===== src/rtl/hack_ctrl_if.sv =====
// Instruction-fetch and data-memory handshake bundle for the Hack control unit.
// The master side belongs to the control unit; the slave side is the memory system.
interface hack_ctrl_if #(
    parameter int unsigned PC_W = 15
);
    logic            imem_req;
    logic [PC_W-1:0] imem_addr;
    logic            imem_valid;
    logic [15:0]     imem_data;

    logic [PC_W-1:0] dmem_addr;
    logic            dmem_rd;
    logic            dmem_rvalid;
    logic [15:0]     dmem_rdata;
    logic            dmem_wr;
    logic [15:0]     dmem_wdata;
    logic            dmem_wready;

    modport master (
        output imem_req, imem_addr, dmem_addr, dmem_rd, dmem_wr, dmem_wdata,
        input  imem_valid, imem_data, dmem_rvalid, dmem_rdata, dmem_wready
    );

    modport slave (
        input  imem_req, imem_addr, dmem_addr, dmem_rd, dmem_wr, dmem_wdata,
        output imem_valid, imem_data, dmem_rvalid, dmem_rdata, dmem_wready
    );
endinterface


===== src/rtl/hack_ctrl.sv =====
// Multi-cycle Hack CPU control unit: owns PC/A/D, sequences fetch, decode,
// optional M read, one-cycle ALU execute and optional M write.
module hack_ctrl #(
    parameter int unsigned    PC_W     = 15,
    parameter logic [PC_W-1:0] RESET_PC = '0
) (
    input  logic              clk,
    input  logic              reset,
    hack_ctrl_if.master       bus,
    output logic [15:0]       alu_x,
    output logic [15:0]       alu_y,
    output logic [5:0]        alu_c,
    input  logic [15:0]       alu_out,
    input  logic              alu_zr,
    input  logic              alu_ng,
    output logic [PC_W-1:0]   pc,
    output logic [15:0]       a_reg,
    output logic [15:0]       d_reg
);
    localparam int unsigned DW       = 16;
    localparam logic [5:0]  ALU_ZERO = 6'b101010;

    typedef enum logic [2:0] {
        S_FETCH,
        S_DECODE,
        S_MREAD,
        S_EXEC,
        S_MWRITE
    } state_t;

    state_t          state_q, state_nxt;
    logic [PC_W-1:0] pc_q, pc_nxt;
    logic [DW-1:0]   a_q, a_nxt;
    logic [DW-1:0]   d_q, d_nxt;
    logic [DW-1:0]   ir_q, ir_nxt;
    logic [DW-1:0]   m_q, m_nxt;
    logic [DW-1:0]   res_q, res_nxt;
    logic [PC_W-1:0] addr_q, addr_nxt;
    logic            imem_req_q, dmem_rd_q, dmem_wr_q;
    logic [5:0]      alu_c_q;
    logic [DW-1:0]   alu_y_q;
    logic            jmp;

    // State register
    always_ff @(posedge clk) begin
        if (reset) state_q <= S_FETCH;
        else       state_q <= state_nxt;
    end

    // Next-state and datapath next values
    always_comb begin
        state_nxt = state_q;
        pc_nxt    = pc_q;
        a_nxt     = a_q;
        d_nxt     = d_q;
        ir_nxt    = ir_q;
        m_nxt     = m_q;
        res_nxt   = res_q;
        addr_nxt  = addr_q;
        jmp       = 1'b0;
        case (state_q)
            S_FETCH: begin
                // imem_req is low for one cycle after reset; valid is ignored then
                if (imem_req_q && bus.imem_valid) begin
                    ir_nxt    = bus.imem_data;
                    state_nxt = S_DECODE;
                end
            end
            S_DECODE: begin
                if (!ir_q[15]) begin
                    a_nxt     = ir_q;
                    pc_nxt    = pc_q + PC_W'(1);
                    state_nxt = S_FETCH;
                end else begin
                    addr_nxt  = a_q[PC_W-1:0];
                    state_nxt = ir_q[12] ? S_MREAD : S_EXEC;
                end
            end
            S_MREAD: begin
                if (bus.dmem_rvalid) begin
                    m_nxt     = bus.dmem_rdata;
                    state_nxt = S_EXEC;
                end
            end
            S_EXEC: begin
                res_nxt  = alu_out;
                addr_nxt = a_q[PC_W-1:0];
                if (ir_q[4]) d_nxt = alu_out;
                if (ir_q[5]) a_nxt = alu_out;
                jmp = (ir_q[2] & alu_ng) | (ir_q[1] & alu_zr) | (ir_q[0] & ~alu_ng & ~alu_zr);
                pc_nxt    = jmp ? a_q[PC_W-1:0] : pc_q + PC_W'(1);
                state_nxt = ir_q[3] ? S_MWRITE : S_FETCH;
            end
            S_MWRITE: begin
                if (bus.dmem_wready) state_nxt = S_FETCH;
            end
            default: state_nxt = S_FETCH;
        endcase
    end

    // Architectural registers and registered handshake/ALU outputs
    always_ff @(posedge clk) begin
        if (reset) begin
            pc_q       <= RESET_PC;
            a_q        <= '0;
            d_q        <= '0;
            ir_q       <= '0;
            m_q        <= '0;
            res_q      <= '0;
            addr_q     <= '0;
            imem_req_q <= 1'b0;
            dmem_rd_q  <= 1'b0;
            dmem_wr_q  <= 1'b0;
            alu_c_q    <= ALU_ZERO;
            alu_y_q    <= '0;
        end else begin
            pc_q       <= pc_nxt;
            a_q        <= a_nxt;
            d_q        <= d_nxt;
            ir_q       <= ir_nxt;
            m_q        <= m_nxt;
            res_q      <= res_nxt;
            addr_q     <= addr_nxt;
            imem_req_q <= (state_nxt == S_FETCH);
            dmem_rd_q  <= (state_nxt == S_MREAD);
            dmem_wr_q  <= (state_nxt == S_MWRITE);
            alu_c_q    <= (state_nxt == S_EXEC) ? ir_nxt[11:6] : ALU_ZERO;
            alu_y_q    <= ((state_nxt == S_EXEC) && ir_nxt[12]) ? m_nxt : a_nxt;
        end
    end

    assign bus.imem_req   = imem_req_q;
    assign bus.imem_addr  = pc_q;
    assign bus.dmem_addr  = addr_q;
    assign bus.dmem_rd    = dmem_rd_q;
    assign bus.dmem_wr    = dmem_wr_q;
    assign bus.dmem_wdata = res_q;

    assign alu_x = d_q;
    assign alu_y = alu_y_q;
    assign alu_c = alu_c_q;
    assign pc    = pc_q;
    assign a_reg = a_q;
    assign d_reg = d_q;
endmodule


===== src/flat_wrapper.sv =====
// flat-port wrapper written by rule: the top's interface ports become plain ports
module hack_ctrl_flat 
#(
    parameter int unsigned    PC_W     = 15,
    parameter logic [PC_W-1:0] RESET_PC = '0
)
  (clk, reset, alu_x, alu_y, alu_c, alu_out, alu_zr, alu_ng, pc, a_reg, d_reg, bus_imem_req, bus_imem_addr, bus_dmem_addr, bus_dmem_rd, bus_dmem_wr, bus_dmem_wdata, bus_imem_valid, bus_imem_data, bus_dmem_rvalid, bus_dmem_rdata, bus_dmem_wready);
  hack_ctrl_if #(.PC_W(PC_W)) bus_i ();
  input  logic clk;
  input  logic reset;
  output logic [15:0] alu_x;
  output logic [15:0] alu_y;
  output logic [5:0] alu_c;
  input  logic [15:0] alu_out;
  input  logic alu_zr;
  input  logic alu_ng;
  output logic [PC_W-1:0] pc;
  output logic [15:0] a_reg;
  output logic [15:0] d_reg;
  output wire logic [$bits(bus_i.imem_req)-1:0] bus_imem_req;
  output wire logic [$bits(bus_i.imem_addr)-1:0] bus_imem_addr;
  output wire logic [$bits(bus_i.dmem_addr)-1:0] bus_dmem_addr;
  output wire logic [$bits(bus_i.dmem_rd)-1:0] bus_dmem_rd;
  output wire logic [$bits(bus_i.dmem_wr)-1:0] bus_dmem_wr;
  output wire logic [$bits(bus_i.dmem_wdata)-1:0] bus_dmem_wdata;
  input wire logic [$bits(bus_i.imem_valid)-1:0] bus_imem_valid;
  input wire logic [$bits(bus_i.imem_data)-1:0] bus_imem_data;
  input wire logic [$bits(bus_i.dmem_rvalid)-1:0] bus_dmem_rvalid;
  input wire logic [$bits(bus_i.dmem_rdata)-1:0] bus_dmem_rdata;
  input wire logic [$bits(bus_i.dmem_wready)-1:0] bus_dmem_wready;
  assign bus_imem_req = bus_i.imem_req;
  assign bus_imem_addr = bus_i.imem_addr;
  assign bus_dmem_addr = bus_i.dmem_addr;
  assign bus_dmem_rd = bus_i.dmem_rd;
  assign bus_dmem_wr = bus_i.dmem_wr;
  assign bus_dmem_wdata = bus_i.dmem_wdata;
  assign bus_i.imem_valid = bus_imem_valid;
  assign bus_i.imem_data = bus_imem_data;
  assign bus_i.dmem_rvalid = bus_dmem_rvalid;
  assign bus_i.dmem_rdata = bus_dmem_rdata;
  assign bus_i.dmem_wready = bus_dmem_wready;
  hack_ctrl #(.PC_W(PC_W), .RESET_PC(RESET_PC)) u_core (.clk(clk), .reset(reset), .bus(bus_i), .alu_x(alu_x), .alu_y(alu_y), .alu_c(alu_c), .alu_out(alu_out), .alu_zr(alu_zr), .alu_ng(alu_ng), .pc(pc), .a_reg(a_reg), .d_reg(d_reg));
endmodule

===== config.mk =====
export PLATFORM = sky130hd
export DESIGN_NAME = hack_ctrl_flat
export DESIGN_NICKNAME = d
export VERILOG_FILES = /design/src/rtl/hack_ctrl_if.sv /design/src/rtl/hack_ctrl.sv /design/src/flat_wrapper.sv
export SDC_FILE = /design/constraint.sdc
export NUM_CORES = 1
export LEC_CHECK = 0
export ABC_AREA = 0
export CAP_MARGIN = 20
export CORE_UTILIZATION = 47
export DETAILED_ROUTE_END_ITERATION = 16
export PLACE_DENSITY_LB_ADDON = 0.1
export SYNTH_ARGS = -nofsm -noshare
export SYNTH_HDL_FRONTEND = slang
export SYNTH_SLANG_ARGS = --single-unit

===== constraint.sdc =====
create_clock -name clk -period 3.7 [get_ports clk]
set_clock_uncertainty 0.15 [all_clocks]
set_input_delay 0.925 -clock clk [delete_from_list [all_inputs] [get_ports clk]]
set_output_delay 0.925 -clock clk [all_outputs]
set_load 0.05 [all_outputs]

== Yosys cells after proc, flatten, opt, wreduce, memory -nomap -nowiden ==
Index checks and enable logic that the tools add are counted.
Cells by class
  reduce and logical (&&, ||, !) cells: 10
  add/sub/neg operators: 1
  eq/ne operators: 9
  bitwise logic cells: 9
  mux-type cells: 20
Operators by type and width (count)
  2-to-1 mux 16 bit: 5
  case mux 15 bit (2 select lines): 2
  2-to-1 mux 15 bit: 3
  case mux 16 bit (2 select lines): 1
  2-to-1 mux 13 bit: 2
  adder 15 x 1 -> 15 bit, second input constant: 1
  case mux 3 bit (5 select lines): 1
  equality test 3 x 2 -> 1 bit, second input constant: 4
  2-to-1 mux 3 bit: 4
  AND reduction 2 bit: 4
  equality test 3 bit, second input constant: 2
  logical NOT 3 bit: 2
  AND 1 bit: 4
  equality test 3 x 1 -> 1 bit, second input constant: 1
  NOT 1 bit: 3
  logical AND 1 bit: 2
  2-to-1 mux 2 bit: 1
  != test 2 x 1 -> 1 bit, second input constant: 1
  != test 2 bit, second input constant: 1
  bitwise OR 1 bit: 2
  nonzero test 2 bit: 1
  OR reduction 2 bit: 1
  2-to-1 mux 1 bit: 1
Word-level totals
  output and inout bits: 134
  input bits: 55
  flip-flop bits (word level): 138
  word-level logic and storage cells: 63

== Longest topological paths before layout ==
Gate-level depths: netlist (run 1).
  depth in word-level cells: 6
  gate-level depth with buffers: 7
  mapped depth without buffers: 5

== Worst setup path before layout (run 1) ==
OpenSTA, ideal clock, no wires.
  kind: register to register
  start point: reg u_core.pc_q[0], in the netlist u_core.bus.imem_addr[0]
  end point: reg u_core.pc_q[14], in the netlist u_core.bus.imem_addr[14]
  setup slack: 1.351 ns
  buffers on the path: 0
  library setup time: 0.091 ns
  arrival time: 2.108 ns
  cell stages (with the launch flop): 6
  required time: 3.459 ns
  clock period less this slack: 2.349 ns
  cells stage by stage: dfxtp_1 > ha_1 > nand2_1 > or3_4 > or4_1 > a311oi_1
On the way
  cells in the longest elaborated chain, start to end: 3
  elaborated cells on any way between the ends: 4
  classes of those cells: add/sub (1); mux (3)
RTL lines
  start: declaration: line hack_ctrl.sv:32  | logic [PC_W-1:0] pc_q, pc_nxt;
  start signal: assignment: line hack_ctrl.sv:117  | pc_q <= pc_nxt;
  adder 15 x 1 -> 15 bit *: line hack_ctrl.sv:72, hack_ctrl.sv:91
  2-to-1 mux 15 bit, on equally long branches: line hack_ctrl.sv:91, hack_ctrl.sv:70
  case mux 15 bit (2 select lines) *: line hack_ctrl.sv:61  | case (state_q)
Mark *: on every way between the ends. The rest lies on a longest branch, timed or not. The select of a mux whose other input is x is not followed.
A chain may end at the register's enable or synchronous reset.

== Worst setup path after layout (run 1) ==
  start point: reg u_core.pc_q[4], in the netlist u_core.bus.imem_addr[4]
  end point: out pc[4]
RTL lines
  end: declaration: line flat_wrapper.sv:17  | output logic [PC_W-1:0] pc;
No word-level cell between the ends.

==> impl_metrics.yaml, run 1 <==
run_status:
  status: "completed"
critical_path:
  slowest_stage: "clkdlybuf4s50_1"
  r2r_setup_slack_ns: 1.13
  reg2reg_to: "u_core.alu_y[9]"
  cp-end-kind: "output pin"
  cp_max_fo: 7
  rr_startpoint: "u_core.state_q[1]"
  crit_family: "buffers and inverters"
  ff2ff_path_depth: 4
  path_buf_inv: 1
  crit_chain: "clkdlybuf4s50_1"
  crit_arrival_ns: 1.93
  start_kind: "flip-flop"
  path_class: "reg2out"
  required_ns: 2.62
  cp_slowest_stage_delay_ns: 0.88
job:
  cap_violations: 0
floorplan:
  die_w_um: 104.5
  initial_core_util_pct: 48.25
  rows: 37
  io_pins: 189
  die_area_um2: 10920
  die_h_um: 104.5
  core_um2: 10230
yosys:
  synth.yosys.seq_area_share_pct: 49.48
  ys_warn_count: 0
  syn_nets: 620
  async_flop_share_pct: 0
  synth.largest_area_cell: "dfxtp_1"
  synth_seq_cells: 122
  syn-cell-area_um2: 4936
  synth_ff_type: "dfxtp_1"
  synth_cells: 564
  synth_cell_type_count: 54
  synth.avg_cell_area_um2: 8.752
  yosys.area.top_type_share_pct: 49.48
  synth_edf_count: 0
  synth_area_leaders: "dfxtp_1 (49%), nand2_1 (8.3%), a21oi_1 (5.3%), buf_4 (5.2%), nor2_1 (4.6%)"
global_routing:
  met2_usage_pct: 48.44
  antenna_found_initial: 0
  met1_usage_pct: 31.26
  grt_remaining_overflow: 0
  grt_pass1_vias: 4564
  busiest_layer: "met2"
  grt_max_degree: 84
  grt_pass1_wl_mm: 23.62
  grt_util_met3_pct: 9.649
  grt_usage_pct: 28.12
routing:
  dr_total_vias: 4751
  drc: 0
  post_drt_wl_per_cell_um: 17.66
  wl_mm: 15.10
  first_iter_violations: 293
  ant_nets: 0
  drt_first_pass_iters: 5
  via_per_inst: 5.557
power_and_ir_drop:
  clockPowerShare_pct: 53.6
  power_frac_seq_pct: 39.8
  power_density_nw_per_um2: 466.7
  power_switching_uw: 768.5
  p_comb_share_pct: 6.6
  leakage_uw: 0.002521
  peakVddDrop_uv: 294.6
  switching_share_pct: 22.56
  internal_power_uw: 2637
sta:
  finalSetupViolCount: 0
  hold_viol_final: 0
  period_share_pct: 81.15
  finalMaxSlewViolations: 0
  timing.fmax_ghz: 0.3331
  worstMarginPinSlew_ns: 1.048
  slew-limit-headroom_pct: 29.88
  period_needed_ns: 3.003
  tns_ns: 0
  rsz0062_at_grt: "false"
min_path:
  worstHoldEndpoint: "u_core.bus.dmem_addr[13]"
  hold_path_depth: 2
  hold_class: "reg2reg"
  min_from: "u_core.bus.dmem_addr[13]"
layout:
  multi_input_area_um2: 2077
  mostFrequentLayoutCell: "clkdlybuf4s50_1"
  areaGrowthSynthToFinish_pct: 47.83
  diodes: 0
  final-seq-area_um2: 2442
  nets: 762
  mostFrequentLayoutCells: "clkdlybuf4s50_1 (187), dfxtp_1 (122), nand2_1 (109)"
  layout.cells.non_filler: 855
  fill_cells: 795
  drive_above_1_share_pct: 7.093
placed_design:
  dp.cells: 822
  place_hpwl_mm: 10.60
  port_buffers: 188
  routabilityCongestion: 0.8374
clocking:
  cts_max_path_buffers: 2
  clkTransAtPathRegs_ns: 0.06
  cts_buffers: 17
  htreeDepth: 4
  cts_root_buf: "clkbuf_8"
  hold_buffers: 0
  cts.repair.resized: 0
  clock_sinks: 122
  clock_latency_ns: 0.53
  cts_tree: "yes"
  post_cts_buffers: 0
-- Yosys cell counts (all sizes together) (2+ instances only) --
library cell and count:
o21ai 7, nor4 4, nor2 61, mux2i 21, xnor2 3, buf 45
a221oi 2, a222oi 13, nand4b 3, nor2b 3, or4 7, o31ai 2
or3 3, nand2 109, nand4bb 2, nand4 5, nor3 4, a311oi 4
a31oi 4, inv 4, dfxtp 122, nor4b 2, nand2b 6, a21oi 52
a22oi 4, clkbuf 26, a211oi 18, nand3 11
-- routing by layer --
metal  share of wire, %  wire [um]  vias up
met2                 51       7734      240
li1                   -          -     2225
met1                 38       5702     2257
met5                  0          0        -
met4                2.1        317        0
met3                8.9       1348       29
-- metrics by stage --
stage | util [%] | hold slack (ns) | power [uW] | cell area (um2) | worst slack (ns)
after floorplan | - | 0.3044 | 1499 | 4936 | 1.351
after global placement | 64.84 | 0.2911 | 1603 | 6634 | 0.7969
after detailed placement | 64.84 | 0.2981 | 1607 | 6634 | 0.7420
after CTS | 71.25 | 0.3061 | 3414 | 7289 | 0.6847
after global routing | 71.32 | 0.3285 | 3497 | 7297 | 0.6433
final | 71.32 | 0.3055 | 3406 | 7297 | 0.6975
-- logic make-up after synthesis --
| logic type | count (synthesis) | synth area share, % |
|---|---|---|
| adder cells (fa/ha/maj) | 1 | 0.2534 |
| AND/OR/NAND/NOR | 229 | 21.77 |
| flip-flops | 122 | 49.48 |
| multiplexers | 21 | 4.259 |
| XOR/XNOR | 4 | 0.7099 |
| AO/OA/AOI/OAI | 112 | 14.96 |
| buffers and inverters | 75 | 8.567 |
-- power by group through the flow --
| stage | Combinational (uW) | Clock (uW) | Sequential [uW] |
|---|---|---|---|
| finish | 225 | 1820 | 1360 |
| global route | 237 | 1900 | 1360 |
| CTS | 225 | 1830 | 1360 |
| detailed placement | 223 | 0 | 1380 |
| global placement | 220 | 0 | 1380 |
| floorplan | 95.1 | 0 | 1400 |
-- final cells by class --
type,count,share of cell area (%)
repair buffers,194,26.54
multi-input cells,367,28.46
clock buffers,19,6.053
inverters,4,0.2058
flip-flops and latches,122,33.47
well taps,136,2.332
clock inverters,13,2.932
-- worst max-delay path by stage --
stage          depth (start not counted)                       end                     from
2_1_floorplan                          5  u_core.bus.imem_addr[14]  u_core.bus.imem_addr[0]
3_3_place_gp                           5  u_core.bus.imem_addr[13]                   alu_ng
3_5_place_dp                           5  u_core.bus.imem_addr[12]                   alu_ng
4_1_cts                                1                     pc[4]  u_core.bus.imem_addr[4]
5_1_grt                                1                     pc[0]  u_core.bus.imem_addr[0]
6_report                               1                     pc[4]  u_core.bus.imem_addr[4]
-- tightest hold or removal path: stages (launching register included) --
cell	delay, ns
dfxtp_1	0.31
nand2_1	0.05
a21oi_1	0.05
Note: power is estimated with default switching activity, not from simulation.
==> inputs of run 2 (changes only) <==
Settings changed: CORE_UTILIZATION 47 to 39.
Clock period 3.7 ns to 2.5 ns, I/O delays scaled along.
==> run 2 against run 1 <==
  * Setup slack got worse by 0.66 ns
  * Clock-buffer cell count increased by 6
  * Power increased by 41%
  * Hold slack got worse by 0.00076 ns
  * Via count increased by 0.97%
  * Final cell count increased by 7.0%
  * Sequential power increased by 48%
  * First-iteration DRC count increased by 18%
  * Critical endpoint is now a_reg[3]
  * Highest routed layer unchanged
==> impl_metrics.yaml, run 2 (same netlist as run 1, synthesis figures left out) <==
global_routing:
  grt_max_degree: 41
  grt_usage_pct: 25.80
  grt_pass1_vias: 4686
  antenna_found_initial: 0
  grt_remaining_overflow: 0
  grt_pass1_wl_mm: 25.10
clocking:
  clkTransAtPathRegs_ns: 0.06
  htreeDepth: 4
  clock_sinks: 122
  cts_buffers: 17
  cts_max_path_buffers: 2
  cts_tree: "yes"
  cts_root_buf: "clkbuf_16"
  clock_latency_ns: 0.42
  hold_buffers: 0
routing:
  post_drt_wl_per_cell_um: 18.09
  drt_first_pass_iters: 5
  wl_mm: 16.55
  drc: 0
  ant_nets: 0
  via_per_inst: 5.243
  first_iter_violations: 347
  dr_total_vias: 4797
power_and_ir_drop:
  power_switching_uw: 1073
  power.total_uw: 4787
  peakVddDrop_uv: 411.1
  internal_power_uw: 3714
  power_frac_seq_pct: 42.0
  power_density_nw_per_um2: 639.4
  switching_share_pct: 22.42
  leakage_uw: 0.002793
  clockPowerShare_pct: 50.9
  p_comb_share_pct: 7.2
layout:
  nets: 791
  diodes: 0
  fin_area_um2: 7487
  mostFrequentLayoutCell: "clkdlybuf4s50_1"
  areaGrowthSynthToFinish_pct: 51.69
  drive_above_1_share_pct: 10.71
  mostFrequentLayoutCells: "clkdlybuf4s50_1 (166), dfxtp_1 (122), nand2_1 (109)"
placed_design:
  placed_area_um2: 6902
  place_hpwl_mm: 12.23
  routabilityCongestion: 0.8649
  port_buffers: 188
  pre_cts_ws_ns: 0.007000
floorplan:
  die_h_um: 114.5
  initial_core_util_pct: 40.59
  io_pins: 189
  die_area_um2: 13110
  rows: 40
  core_um2: 12160
  die_w_um: 114.5
critical_path:
  cp-end-kind: "output pin"
  start_kind: "flip-flop"
  path_buf_inv: 1
  crit_chain: "clkdlybuf4s50_1"
  cp_slowest_stage_delay_ns: 0.84
  path_class: "reg2out"
  cp_max_fo: 4
  crit_family: "buffers and inverters"
  crit_arrival_ns: 1.69
  required_ns: 1.73
  slowest_stage: "clkdlybuf4s50_1"
sta:
  slew-limit-headroom_pct: 55.44
  rsz0062_at_grt: "false"
  worstMarginPinSlew_ns: 0.6669
  tns_ns: 0
  finalSetupViolCount: 0
  hold_viol_final: 0
  setup_ws_ns: 0.03910
  finalMaxSlewViolations: 0
  period_share_pct: 98.44
  whs_ns: 0.3047
  period_needed_ns: 2.461
  timing.fmax_ghz: 0.4064
min_path:
  hold_class: "reg2reg"
job:
  cap_violations: 0
run_status:
  status: "completed"
run 2: changes by cell type in the layout (fill, tap and decap cells not counted):
cell / change
clkbuf_1: +3
dlymetal6s2s_1: +4
clkbuf_8: +2
clkinvlp_4: -1
inv_6: -3
clkdlybuf4s50_1: -21
clkbuf_16: +1
clkinv_4: -1
bufinv_16: -3
buf_4: +32
dlygate4sd2_1: +13
clkinv_2: +1
buf_12: +1
run 2: routing by layer:
layer	routed length [um]	track usage, %	vias to the layer above
met3	1315	8.152	32
met5	0	0	-
li1	-	-	2293
met4	465	10.30	0
met1	6769	30.53	2266
met2	7999	43.35	206
run 2: power by group through the flow:
stage / sequential [uW] / clock [uW] / combinational, uW
floorplan: 2080 / 0 / 141
global placement: 2050 / 0 / 344
detailed placement: 2050 / 0 / 349
CTS: 2010 / 2460 / 342
global route: 2010 / 2550 / 364
finish: 2010 / 2440 / 342
run 2: cell type report:
| cell class | count | area, um2 |
|---|---|---|
| timing repair buffer | 223 | 2151 |
| fill | 1071 | 4674 |
| sequential | 122 | 2442 |
| inverter | 4 | 15.01 |
| multi-input combinational | 367 | 2077 |
| clock buffer | 25 | 505.5 |
| clock inverter | 6 | 86.33 |
| tap | 168 | 210.2 |
run 2: through the flow:
step | util (%) | std cells
detailed placement | 56.75 | 884
global placement | 56.75 | 884
global route | 61.56 | 915
finish | 61.56 | 915
floorplan | - | 564
CTS | 61.48 | 915
run 2: path summary, 6_finish.rpt:
| path | startpoint | to | slack [ns] | cells after the start |
|---|---|---|---|---|
| setup / recovery | u_core.a_reg[3] | a_reg[3] | 0.04 | 1 |
| hold / removal | u_core.bus.dmem_wdata[5] | u_core.bus.dmem_wdata[5] | 0.30 | 2 |
| setup reg to reg | u_core.state_q[1] | u_core.alu_x[13] | 0.36 | 5 |
| hold reg to reg | u_core.bus.dmem_wdata[5] | u_core.bus.dmem_wdata[5] | 0.30 | 2 |
run 2: repair_timing:
| action | 4_1_cts | 5_1_grt |
|---|---|---|
| setup buffers | 0 | 0 |
| endpoints found under the setup margin | 13 | 4 |
| gates resized for setup | 13 | 4 |
==> inputs of run 3 (changes only) <==
Settings changed: CORE_UTILIZATION 39 to 47, RECOVER_POWER set to 25.
Clock period 2.5 ns to 3.08 ns, I/O delays scaled along.
==> run 3 against run 2 <==
  * The run now ends with max-capacitance violations, max-slew violations left
  * Non-clock buffer count down 24
  * Combinational power down 20%
  * Setup slack better by 0.20 ns
  * Via count down 2.2%
  * Critical path type unchanged
  * Critical endpoint is now bus_imem_addr[0]
  * Largest cell class unchanged
  * Highest routed layer unchanged
==> impl_metrics.yaml, run 3 (same netlist as run 1, synthesis figures left out) <==
routing:
  ant_nets: 0
  drt_first_pass_iters: 6
  post_drt_wl_per_cell_um: 17.67
  dr_total_vias: 4691
  first_iter_violations: 346
  wl_mm: 15.18
  drc: 0
  via_per_inst: 5.461
power_and_ir_drop:
  peakVddDrop_uv: 414.5
  leakage_uw: 0.002494
  power.total_uw: 3839
  power_density_nw_per_um2: 530.5
critical_path:
  start_kind: "flip-flop"
  slowest_stage: "clkdlybuf4s50_1"
  crit_arrival_ns: 1.92
  reg2reg_to: "u_core.bus.imem_req"
  cp-end-kind: "output pin"
  required_ns: 2.16
  rr_startpoint: "u_core.state_q[1]"
  ff2ff_path_depth: 6
  crit_family: "buffers and inverters"
  crit_chain: "clkdlybuf4s50_1"
  path_buf_inv: 1
  r2r_setup_slack_ns: 0.49
  path_class: "reg2out"
  cp_slowest_stage_delay_ns: 0.88
  cp_max_fo: 8
layout:
  nets: 767
  fill_cells: 821
  multi_input_area_um2: 2067
  mostFrequentLayoutCell: "clkdlybuf4s50_1"
  diodes: 0
  postLayoutCoreUtil_pct: 70.72
  mostFrequentLayoutCells: "clkdlybuf4s50_1 (186), dfxtp_1 (122), nand2_1 (109)"
  final-seq-area_um2: 2442
  drive_above_1_share_pct: 6.639
  areaGrowthSynthToFinish_pct: 46.59
sta:
  hold_viol_final: 0
  period_needed_ns: 2.843
  setup_ws_ns: 0.2372
  slew-limit-headroom_pct: -13.18
  finalSetupViolCount: 0
  period_share_pct: 92.30
  tns_ns: 0
  worstMarginPinSlew_ns: 1.680
  timing.fmax_ghz: 0.3518
  whs_ns: 0.3028
  rsz0062_at_grt: "false"
  finalMaxSlewViolations: 16
clocking:
  post_cts_buffers: 0
  cts_root_buf: "clkbuf_8"
  clkTransAtPathRegs_ns: 0.06
  htreeDepth: 4
  clock_sinks: 122
  cts_tree: "yes"
  hold_buffers: 0
  cts_max_path_buffers: 2
  cts.repair.resized: 0
  clock_latency_ns: 0.51
  cts_buffers: 17
floorplan:
  rows: 37
  initial_core_util_pct: 48.25
  die_area_um2: 10920
  die_h_um: 104.5
  io_pins: 189
  die_w_um: 104.5
  core_um2: 10230
placed_design:
  routabilityCongestion: 0.8617
  place_hpwl_mm: 10.86
  pre_cts_ws_ns: 0.4030
  port_buffers: 188
min_path:
  hold_class: "reg2reg"
  hold_path_depth: 2
  worstHoldEndpoint: "u_core.bus.dmem_wdata[11]"
  min_from: "u_core.bus.dmem_wdata[11]"
global_routing:
  grt_pass1_wl_mm: 23.78
  grt_max_degree: 62
  grt_usage_pct: 28.12
  grt_remaining_overflow: 0
  grt_pass1_vias: 4636
  antenna_found_initial: 0
run_status:
  status: "finished with violations"
  violations: "max-capacitance violations, max-slew violations"
job:
  cap_violations: 1
run 3: cell type report:
type / count / area share (%)
Clock buffer: 19 / 5.966
Timing Repair Buffer: 199 / 27.08
Tap cell: 136 / 2.352
Sequential cell: 122 / 33.75
Inverter: 4 / 0.2075
Multi-Input combinational cell: 367 / 28.57
Clock inverter: 12 / 2.075
run 3: worst max-delay path by stage:
stage / end / cells after the start / slack (ns) / start
after floorplan: u_core.bus.imem_addr[14] / 5 / 0.73 / u_core.bus.imem_addr[0]
after global placement: u_core.bus.imem_addr[11] / 5 / 0.43 / alu_ng
after detailed placement: u_core.bus.imem_addr[8] / 5 / 0.40 / alu_ng
after CTS: bus_imem_addr[3] / 1 / 0.22 / u_core.bus.imem_addr[3]
after global routing: bus_imem_addr[3] / 1 / 0.19 / u_core.bus.imem_addr[3]
final: bus_imem_addr[0] / 1 / 0.24 / u_core.bus.imem_addr[0]
run 3: through the flow:
step	instances	instance area [um2]
floorplan	564	4936
global placement	828	6679
detailed placement	828	6679
CTS	859	7261
global route	859	7236
finish	859	7236
run 3: power breakdown:
part	internal, uW	switching [uW]	leakage, uW
clock network	1240	693	0.000279
logic	122	152	0.00123
registers	1600	28.2	0.000985
run 3: routing by layer:
layer	GRT usage, %	vias to the layer above	wire length, um
li1	-	2234	-
met1	31.06	2222	5746
met2	50.71	213	7910
met3	7.644	22	1268
met4	11.12	0	249
met5	0	-	0
